$ cat config.mk
export PLATFORM = sky130hd
export DESIGN_NAME = mem_stage_flat
export DESIGN_NICKNAME = d
export VERILOG_FILES = /design/src/rtl/mem_stage_if.sv /design/src/rtl/mem_stage.sv /design/src/flat_wrapper.sv
export SDC_FILE = /design/constraint.sdc
export NUM_CORES = 1
export LEC_CHECK = 0
export ABC_AREA = 1
export BUFFER_PORTS_ARGS = -buffer_cell sky130_fd_sc_hd__clkbuf_2
export CORE_UTILIZATION = 50
export DETAILED_ROUTE_END_ITERATION = 16
export PLACE_DENSITY = 0.88
export SLEW_MARGIN = 10
export SYNTH_ARGS = -nofsm -noshare
export SYNTH_HDL_FRONTEND = slang
export SYNTH_SLANG_ARGS = --single-unit
$ cat constraint.sdc
create_clock -name clk -period 13 [get_ports clk]
set_input_delay 2.6 -clock clk [delete_from_list [all_inputs] [get_ports clk]]
set_output_delay 2.6 -clock clk [all_outputs]
set_load 0.01 [all_outputs]
$ cat src/rtl/mem_stage_if.sv
// Execute-to-writeback pipeline bundle for the memory stage, plus the decode bypass view.
// Combinational only; carries signals and adds no latency.
// Backpressure flows through mem_allowin (toward execute) and wb_allowin (from writeback).
interface mem_stage_if #(
   parameter int EX_BUS_W = 104,
   parameter int WB_BUS_W = 70
);
   logic                ex_to_mem_valid;
   logic [EX_BUS_W-1:0] ex_reg;
   logic                mem_allowin;
   logic                wb_allowin;
   logic                mem_to_wb_valid;
   logic [WB_BUS_W-1:0] mem_reg;
   logic                data_sram_data_ok;
   logic [31:0]         data_sram_rdata;
   logic                mem_fwd_valid;
   logic [4:0]          mem_fwd_dest;
   logic [31:0]         mem_fwd_data;
   logic                mem_fwd_ready;

   // The memory stage itself
   modport master (
      input  ex_to_mem_valid, ex_reg, wb_allowin, data_sram_data_ok, data_sram_rdata,
      output mem_allowin, mem_to_wb_valid, mem_reg,
             mem_fwd_valid, mem_fwd_dest, mem_fwd_data, mem_fwd_ready
   );

   // Surrounding pipeline: execute, writeback, data SRAM and decode
   modport slave (
      output ex_to_mem_valid, ex_reg, wb_allowin, data_sram_data_ok, data_sram_rdata,
      input  mem_allowin, mem_to_wb_valid, mem_reg,
             mem_fwd_valid, mem_fwd_dest, mem_fwd_data, mem_fwd_ready
   );
endinterface

$ cat src/rtl/mem_stage.sv
// Memory-access stage: captures the execute bus, completes loads from data_ok, selects the writeback value.
// Latency: non-load 1 cycle; load leaves on its data_ok cycle at the earliest.
// Backpressure: wb_allowin=0 holds the instruction (load data parked in hold_data), mem_allowin drops.
module mem_stage #(
   parameter int EX_BUS_W = 104,
   parameter int WB_BUS_W = 70,
   parameter int CNT_W    = 32
) (
   input  logic             clk,
   input  logic             resetn,
   mem_stage_if.master      bus,
   output logic             mem_resp_err,
   output logic [CNT_W-1:0] load_stall_cnt
);

   logic                mem_valid;
   logic [EX_BUS_W-1:0] ex_reg_q;
   logic                hold_v;
   logic [31:0]         hold_data;

   logic                is_load;
   logic                gr_we;
   logic [4:0]          dest;
   logic [31:0]         alu_result;
   logic [31:0]         pc;
   logic                data_ok;
   logic                mem_ready_go;
   logic                mem_allowin;
   logic                depart;
   logic                hold_capture;
   logic                resp_bad;
   logic [31:0]         load_data;
   logic [31:0]         final_result;
   logic [WB_BUS_W-1:0] wb_bus;
   logic                unused_ex_bits;

   // Field decode of the captured execute bus. mem_we and rkd_value are carried
   // but not needed here: stores already completed in execute.
   assign is_load        = ex_reg_q[103];
   assign gr_we          = ex_reg_q[101];
   assign dest           = ex_reg_q[100:96];
   assign alu_result     = ex_reg_q[95:64];
   assign pc             = ex_reg_q[31:0];
   assign unused_ex_bits = ^{ex_reg_q[102], ex_reg_q[63:32]};

   assign data_ok      = bus.data_sram_data_ok;
   assign mem_ready_go = !is_load || data_ok || hold_v;
   assign mem_allowin  = !mem_valid || (mem_ready_go && bus.wb_allowin);
   assign depart       = mem_valid && mem_ready_go && bus.wb_allowin;

   // Data arrived for the waiting load but writeback is blocked: park it, since
   // the SRAM read bus is only meaningful during the strobe.
   assign hold_capture = data_ok && mem_valid && is_load && !hold_v && !bus.wb_allowin;

   // A strobe with no load waiting for it breaks the one-outstanding-load rule.
   assign resp_bad = data_ok && (!mem_valid || !is_load || hold_v);

   assign load_data    = hold_v ? hold_data : bus.data_sram_rdata;
   assign final_result = is_load ? load_data : alu_result;
   assign wb_bus       = {gr_we, dest, final_result, pc};

   assign bus.mem_allowin     = mem_allowin;
   assign bus.mem_to_wb_valid = mem_valid && mem_ready_go;
   assign bus.mem_reg         = wb_bus;
   assign bus.mem_fwd_valid   = mem_valid && gr_we;
   assign bus.mem_fwd_dest    = dest;
   assign bus.mem_fwd_data    = final_result;
   assign bus.mem_fwd_ready   = mem_ready_go;

   // Stage occupancy: refreshed whenever the stage can accept, so depart and
   // arrive in the same cycle leave no bubble.
   always_ff @(posedge clk or negedge resetn) begin
      if (!resetn) begin
         mem_valid <= 1'b0;
      end else if (mem_allowin) begin
         mem_valid <= bus.ex_to_mem_valid;
      end
   end

   // Instruction payload capture; contents are don't-care while mem_valid=0.
   always_ff @(posedge clk) begin
      if (bus.ex_to_mem_valid && mem_allowin) begin
         ex_reg_q <= bus.ex_reg;
      end
   end

   // Parked-load flag: set on a blocked data_ok, cleared when the load leaves.
   always_ff @(posedge clk or negedge resetn) begin
      if (!resetn) begin
         hold_v <= 1'b0;
      end else if (depart) begin
         hold_v <= 1'b0;
      end else if (hold_capture) begin
         hold_v <= 1'b1;
      end
   end

   // Parked load data, qualified by hold_v.
   always_ff @(posedge clk) begin
      if (hold_capture) begin
         hold_data <= bus.data_sram_rdata;
      end
   end

   // Sticky protocol-error flag, cleared only by reset.
   always_ff @(posedge clk or negedge resetn) begin
      if (!resetn) begin
         mem_resp_err <= 1'b0;
      end else if (resp_bad) begin
         mem_resp_err <= 1'b1;
      end
   end

   // Load-wait cycle counter; wraps freely.
   always_ff @(posedge clk or negedge resetn) begin
      if (!resetn) begin
         load_stall_cnt <= '0;
      end else if (mem_valid && is_load && !mem_ready_go) begin
         load_stall_cnt <= load_stall_cnt + 1'b1;
      end
   end

endmodule

$ cat src/flat_wrapper.sv
// flat-port wrapper written by rule: the top's interface ports become plain ports
module mem_stage_flat 
#(
   parameter int EX_BUS_W = 104,
   parameter int WB_BUS_W = 70,
   parameter int CNT_W    = 32
)
  (clk, resetn, mem_resp_err, load_stall_cnt, bus_ex_to_mem_valid, bus_ex_reg, bus_wb_allowin, bus_data_sram_data_ok, bus_data_sram_rdata, bus_mem_allowin, bus_mem_to_wb_valid, bus_mem_reg, bus_mem_fwd_valid, bus_mem_fwd_dest, bus_mem_fwd_data, bus_mem_fwd_ready);
  mem_stage_if #(.EX_BUS_W(EX_BUS_W), .WB_BUS_W(WB_BUS_W)) bus_i ();
  input  logic clk;
  input  logic resetn;
  output logic mem_resp_err;
  output logic [CNT_W-1:0] load_stall_cnt;
  input wire logic [$bits(bus_i.ex_to_mem_valid)-1:0] bus_ex_to_mem_valid;
  input wire logic [$bits(bus_i.ex_reg)-1:0] bus_ex_reg;
  input wire logic [$bits(bus_i.wb_allowin)-1:0] bus_wb_allowin;
  input wire logic [$bits(bus_i.data_sram_data_ok)-1:0] bus_data_sram_data_ok;
  input wire logic [$bits(bus_i.data_sram_rdata)-1:0] bus_data_sram_rdata;
  output wire logic [$bits(bus_i.mem_allowin)-1:0] bus_mem_allowin;
  output wire logic [$bits(bus_i.mem_to_wb_valid)-1:0] bus_mem_to_wb_valid;
  output wire logic [$bits(bus_i.mem_reg)-1:0] bus_mem_reg;
  output wire logic [$bits(bus_i.mem_fwd_valid)-1:0] bus_mem_fwd_valid;
  output wire logic [$bits(bus_i.mem_fwd_dest)-1:0] bus_mem_fwd_dest;
  output wire logic [$bits(bus_i.mem_fwd_data)-1:0] bus_mem_fwd_data;
  output wire logic [$bits(bus_i.mem_fwd_ready)-1:0] bus_mem_fwd_ready;
  assign bus_i.ex_to_mem_valid = bus_ex_to_mem_valid;
  assign bus_i.ex_reg = bus_ex_reg;
  assign bus_i.wb_allowin = bus_wb_allowin;
  assign bus_i.data_sram_data_ok = bus_data_sram_data_ok;
  assign bus_i.data_sram_rdata = bus_data_sram_rdata;
  assign bus_mem_allowin = bus_i.mem_allowin;
  assign bus_mem_to_wb_valid = bus_i.mem_to_wb_valid;
  assign bus_mem_reg = bus_i.mem_reg;
  assign bus_mem_fwd_valid = bus_i.mem_fwd_valid;
  assign bus_mem_fwd_dest = bus_i.mem_fwd_dest;
  assign bus_mem_fwd_data = bus_i.mem_fwd_data;
  assign bus_mem_fwd_ready = bus_i.mem_fwd_ready;
  mem_stage #(.EX_BUS_W(EX_BUS_W), .WB_BUS_W(WB_BUS_W), .CNT_W(CNT_W)) u_core (.clk(clk), .resetn(resetn), .bus(bus_i), .mem_resp_err(mem_resp_err), .load_stall_cnt(load_stall_cnt));
endmodule
======== Word-level counts from Yosys, hierarchy flattened ========
Index checks and enable logic that the tools add are counted.
storage, ports and cells
  logic and storage cells ................. 34
  input bits .............................. 141
  register bits ........................... 171
  output and inout bits ................... 144
operators by class
  add/sub/neg operators ................... 1
  muxes and demuxes ....................... 4
  reductions and logical operators ........ 23
operator list
  cell                                                             number
  32-bit 2-to-1 mux                                                2
  32-bit by 1-bit adder with 32-bit output, second input constant  1
  1-bit logical AND                                                12
  1-bit logical NOT                                                5
  1-bit logical OR                                                 5
  1-bit 2-to-1 mux                                                 2
  2-bit nonzero test                                               1

======== Depth between registers and ports, before layout ========
  depth after elaboration ................. 6
  gate-level depth with buffers ........... 10
  mapped depth without buffers ............ 10

======== Least setup slack after synthesis ========
OpenSTA, ideal clock, no wires.
  kind .................................... input to register
  from .................................... input port bus_data_sram_data_ok
  to ...................................... register u_core.ex_reg_q[0] (enable)
  slack ................................... 6.681 ns
  buffers on the path ..................... 0
  setup time .............................. 0.500 ns
  data arrival time ....................... 5.819 ns
  stages .................................. 4
  required time ........................... 12.500 ns
  path through ............................ nor3_1 inv_1 a21oi_1 nor2_1
between the ends
  cells in the longest elaborated chain, start to end .. 5
ends and longest elaborated chain
  element                        line                text
  start: declaration             flat_wrapper.sv:17  input wire logic [$bits(bus_i.data_sram_data_ok)-1:0] bus_data_sram_data_ok;
  1-bit logical OR (2 in a row)  mem_stage.sv:47     assign mem_ready_go = !is_load || data_ok || hold_v;
  net bus_mem_fwd_ready          flat_wrapper.sv:25  output wire logic [$bits(bus_i.mem_fwd_ready)-1:0] bus_mem_fwd_ready;
  1-bit logical AND              mem_stage.sv:48     assign mem_allowin = !mem_valid || (mem_ready_go && bus.wb_allowin);
  1-bit logical OR               mem_stage.sv:48
  1-bit logical AND              mem_stage.sv:82     if (bus.ex_to_mem_valid && mem_allowin) begin
  end signal: assignment         mem_stage.sv:83     ex_reg_q <= bus.ex_reg;
  end: declaration               mem_stage.sv:17     logic [EX_BUS_W-1:0] ex_reg_q;
The timed path passes the listed nets, and every way through them passes these cells.
A chain may end at the register's enable or synchronous reset.

======== Final worst setup path ========
  from .................................... input port bus_data_sram_data_ok
  to ...................................... output port bus_mem_allowin
between the ends
  cells in the longest elaborated chain, start to end .. 4
ends and longest elaborated chain
  element                        line                text
  1-bit logical OR (2 in a row)  mem_stage.sv:47
  1-bit logical AND              mem_stage.sv:48
  1-bit logical OR               mem_stage.sv:48
  end: declaration               flat_wrapper.sv:19  output wire logic [$bits(bus_i.mem_allowin)-1:0] bus_mem_allowin;
Every way passes these cells.

==> summary.txt <==
Worst setup path
  • Critical path data arrival time: 3.53 ns
  • Worst-path maximum fanout: 3
  • Req. time, crit path: 10.40 ns
  • Chain of cells forming the critical path: clkbuf_2, nor3_1, inv_1, a21oi_1, inv_1, clkbuf_2
  • Critical path's slowest cell: sky130_fd_sc_hd__a21oi_1
  • Type of the worst setup path: in -> out
  • Crit-path max cell delay: 0.33 ns
  • Crit path capture type: output port
  • Kind of start point of the critical path: input pin

Global routing
  • Total congestion overflow after global routing: 0
  • Maximum number of pins on one net before global-route repair: 55
  • Via count of the first global-routing pass: 4376
  • Initial antenna violation count: 0
  • First-pass GRT wire length: 21100 microns
  • Overall track demand over capacity in global routing: 22.1%

Power and ir drop
  • Static Leak: 3.46 nW
  • Power share of the clock group: 41.5%
  • Fraction of power consumed by combinational cells: 12.3%
  • Fraction of power spent switching nets: 23.7%
  • Total internal power: 0.854 mW
  • Sequential group share of total power: 46.2%
  • Reported net switching power: 0.265 mW
  • Power density of the placed cells: 146 nW/um^2
  • Peak supply drop: 90.6 uV

Floorplanning
  • Die height: 113 microns
  • Die Outline Area: 12800 sq um
  • Top-level I/O count: 285
  • Number of placement rows: 40
  • Die width: 113 microns
  • Initial core utilization: 51.3%
  • Core Box Area: 12100 sq um

Final layout
  • Final layout net count: 898
  • Multi-input gate area: 1490 sq um
  • Area overhead of the layout relative to synthesis: 23.6%
  • Filler cell count: 950
  • Inserted Diodes: 0
  • Share of the core filled with cells: 63.5%
  • Most frequent cells in the layout: sky130_fd_sc_hd__clkbuf_2 (251), sky130_fd_sc_hd__nand2_1 (107), sky130_fd_sc_hd__edfxtp_1 (103)
  • Share of post-route cells with drive strength above 1: 38.1%
  • Reg area: 3970 sq um
  • Most common cell after layout, fill and taps aside: sky130_fd_sc_hd__clkbuf_2

CTS
  • Clock Pin Slew Worst Setup and Hold Paths: 0.05 ns
  • Buffers inserted during post-CTS setup optimization: 0
  • Insertion delay of the later-clocked pin in the worst-skew pair: 0.41 ns
  • Post-CTS Resized: 0
  • Cell at the root of the clock tree: sky130_fd_sc_hd__clkbuf_16
  • Clock tree from TritonCTS: yes
  • Sinks on Clock Net: 138
  • Hold buffers post-CTS: 0
  • Total CTS buffers: 17
  • Bufs on Longest Clock Path: 2
  • Count of H-tree levels built during CTS: 4

STA
  • Worst relative slew slack: 41.2%
  • Setup Total Neg Slack: 0 ns
  • Slew at the pin with the worst max-slew slack: 0.882 ns
  • Time the final worst path needs with I/O delays and setup: 6.13 ns
  • Achievable frequency: 163 MHz
  • Setup repair after global routing missed its margin: false
  • Setup-violating endpoint count in the final report: 0
  • Final Cycle Share: 47.1%
  • Final hold vios: 0
  • Post-route clock skew: 0.00839 ns
  • Final max-slew violation count: 0

Logic synthesis
  • Unique masters post-synth: 27
  • Synth top area cells: sky130_fd_sc_hd__edfxtp_1 (50%), sky130_fd_sc_hd__dfrtp_1 (14%), sky130_fd_sc_hd__buf_4 (9.1%), sky130_fd_sc_hd__nand2_1 (6.5%), sky130_fd_sc_hd__o21ai_0 (5.2%)
  • Cell Area, Synth: 6190 sq um
  • Post-synthesis sequential area ratio: 64.1%
  • Yosys warning total: 0
  • Net count of the mapped netlist: 711
  • Number of register bits inferred by synthesis: 138
  • Synth area leader: sky130_fd_sc_hd__edfxtp_1
  • Most used flip-flop cell after synthesis: sky130_fd_sc_hd__edfxtp_1
  • Average cell area after synthesis: 10.9 sq um
  • Mapped Cells: 569
  • Async set-reset flop share out of synthesis: 25.4%
  • Number of enable-type register cells in the synthesized netlist: 103
  • Proportion of netlist area held by the largest area contributor: 50.0%

Place
  • RePlAce Congestion: 0.853
  • HPWL after detailed placement: 10000 microns
  • Number of I/O port buffers: 251

Min path
  • Tightest Hold Check Type: reg -> reg

Routing
  • Vias after detailed routing: 4616
  • Mean number of vias per cell: 4.93
  • Remaining design rule violation count: 0
  • Sum of routed wire length over all layers: 13800 microns
  • Average wire per cell in the routed design: 14.7 microns
  • First-pass DRT Iterations: 5
  • DRT antenna net count: 0
  • First DRT Iteration DRCs: 251

Run
  • Max-cap violations: 0

Status
  • Status: finished, final reports clean
[path summary, 6_finish.rpt]
path / start / end / slack, ns / cells after the start
setup / recovery: bus_data_sram_data_ok / bus_mem_allowin / 6.87 / 6
min in group asynchronous: resetn / u_core.load_stall_cnt[3]$_DFFE_PN0P_ / 2.31 / 1
hold reg to reg: u_core.mem_resp_err$_DFFE_PN0P_ / u_core.mem_resp_err$_DFFE_PN0P_ / 0.49 / 1
max in group asynchronous: resetn / u_core.load_stall_cnt[14]$_DFFE_PN0P_ / 10.15 / 1
setup reg to reg: u_core.ex_reg_q[103]$_DFFE_PP_ / u_core.ex_reg_q[12]$_DFFE_PP_ / 9.96 / 8
hold / removal: u_core.mem_resp_err$_DFFE_PN0P_ / u_core.mem_resp_err$_DFFE_PN0P_ / 0.49 / 1
[power groups by stage]
stage | Clock [mW] | Combinational, mW | Sequential, mW
3_3_place_gp | 0 | 0.134 | 0.524
5_1_grt | 0.487 | 0.152 | 0.519
2_1_floorplan | 0 | 0.0881 | 0.528
6_report | 0.465 | 0.138 | 0.516
4_1_cts | 0.472 | 0.139 | 0.516
3_5_place_dp | 0 | 0.139 | 0.525
[layout make-up]
type,instances,share of cell area (%)
well taps,168,2.75
repair buffers,257,17.0
inverters,31,1.52
clock buffers,22,5.80
multi-input cells,311,19.4
clock inverters,10,1.63
flip-flops and latches,138,51.9
[cells in the mapped netlist (3+ instances only)]
cell,count
sky130_fd_sc_hd__inv_1,30
sky130_fd_sc_hd__nand4_1,7
sky130_fd_sc_hd__clkbuf_1,9
sky130_fd_sc_hd__o21bai_1,3
sky130_fd_sc_hd__buf_4,75
sky130_fd_sc_hd__buf_1,3
sky130_fd_sc_hd__nor2_2,3
sky130_fd_sc_hd__dfrtp_1,35
sky130_fd_sc_hd__nand2_1,107
sky130_fd_sc_hd__nor2_1,78
sky130_fd_sc_hd__xor2_1,9
sky130_fd_sc_hd__o21ai_0,64
sky130_fd_sc_hd__edfxtp_1,103
sky130_fd_sc_hd__nor3_1,5
sky130_fd_sc_hd__xnor2_1,11
sky130_fd_sc_hd__nand3_1,11
[critical path: cells and delay by family]
kind | cells | cell delay, ns
buf+inv | 4 | 0.43
compound gates | 1 | 0.33
simple gates | 1 | 0.16
[per-stage QoR]
step	power (mW)	std cells	cell area, sq um	worst slack (ns)	hold WS [ns]
after global routing	1.16	937	7650	6.79	0.493
after global placement	0.659	905	7080	6.91	0.463
final	1.12	937	7650	6.87	0.490
after floorplan	0.616	569	6190	6.68	0.513
after detailed placement	0.664	905	7080	6.88	0.474
after CTS	1.13	937	7650	6.87	0.492
[registers in the layout, summed over array words and instances (netlist names)]
signal,count
u_core.hold_data,32
u_core.hold_v,1
u_core.load_stall_cnt,32
u_core.mem_resp_err,1
u_core.ex_reg_q,71
u_core.mem_valid,1
[cells by family (layout without fill, tap and decap cells)]
logic type / count (synthesis) / in the layout / share of synthesized area, %
and+or+nand+nor: 220 / 220 / 15.0
DFF: 138 / 138 / 64.1
buffers and inverters: 120 / 320 / 12.1
AOI/OAI and AO/OA: 70 / 70 / 5.78
xor gates and xnor gates: 20 / 20 / 2.83
adders and majority gates: 1 / 1 / 0.202
[layer usage]
metal / track usage, % / part of all wire (%)
met3: 6.53 / 7.6
met4: 10.4 / 1.5
met5: 0 / 0
met2: 38.4 / 51
met1: 24.9 / 39
(Power assumes the default switching activity.)
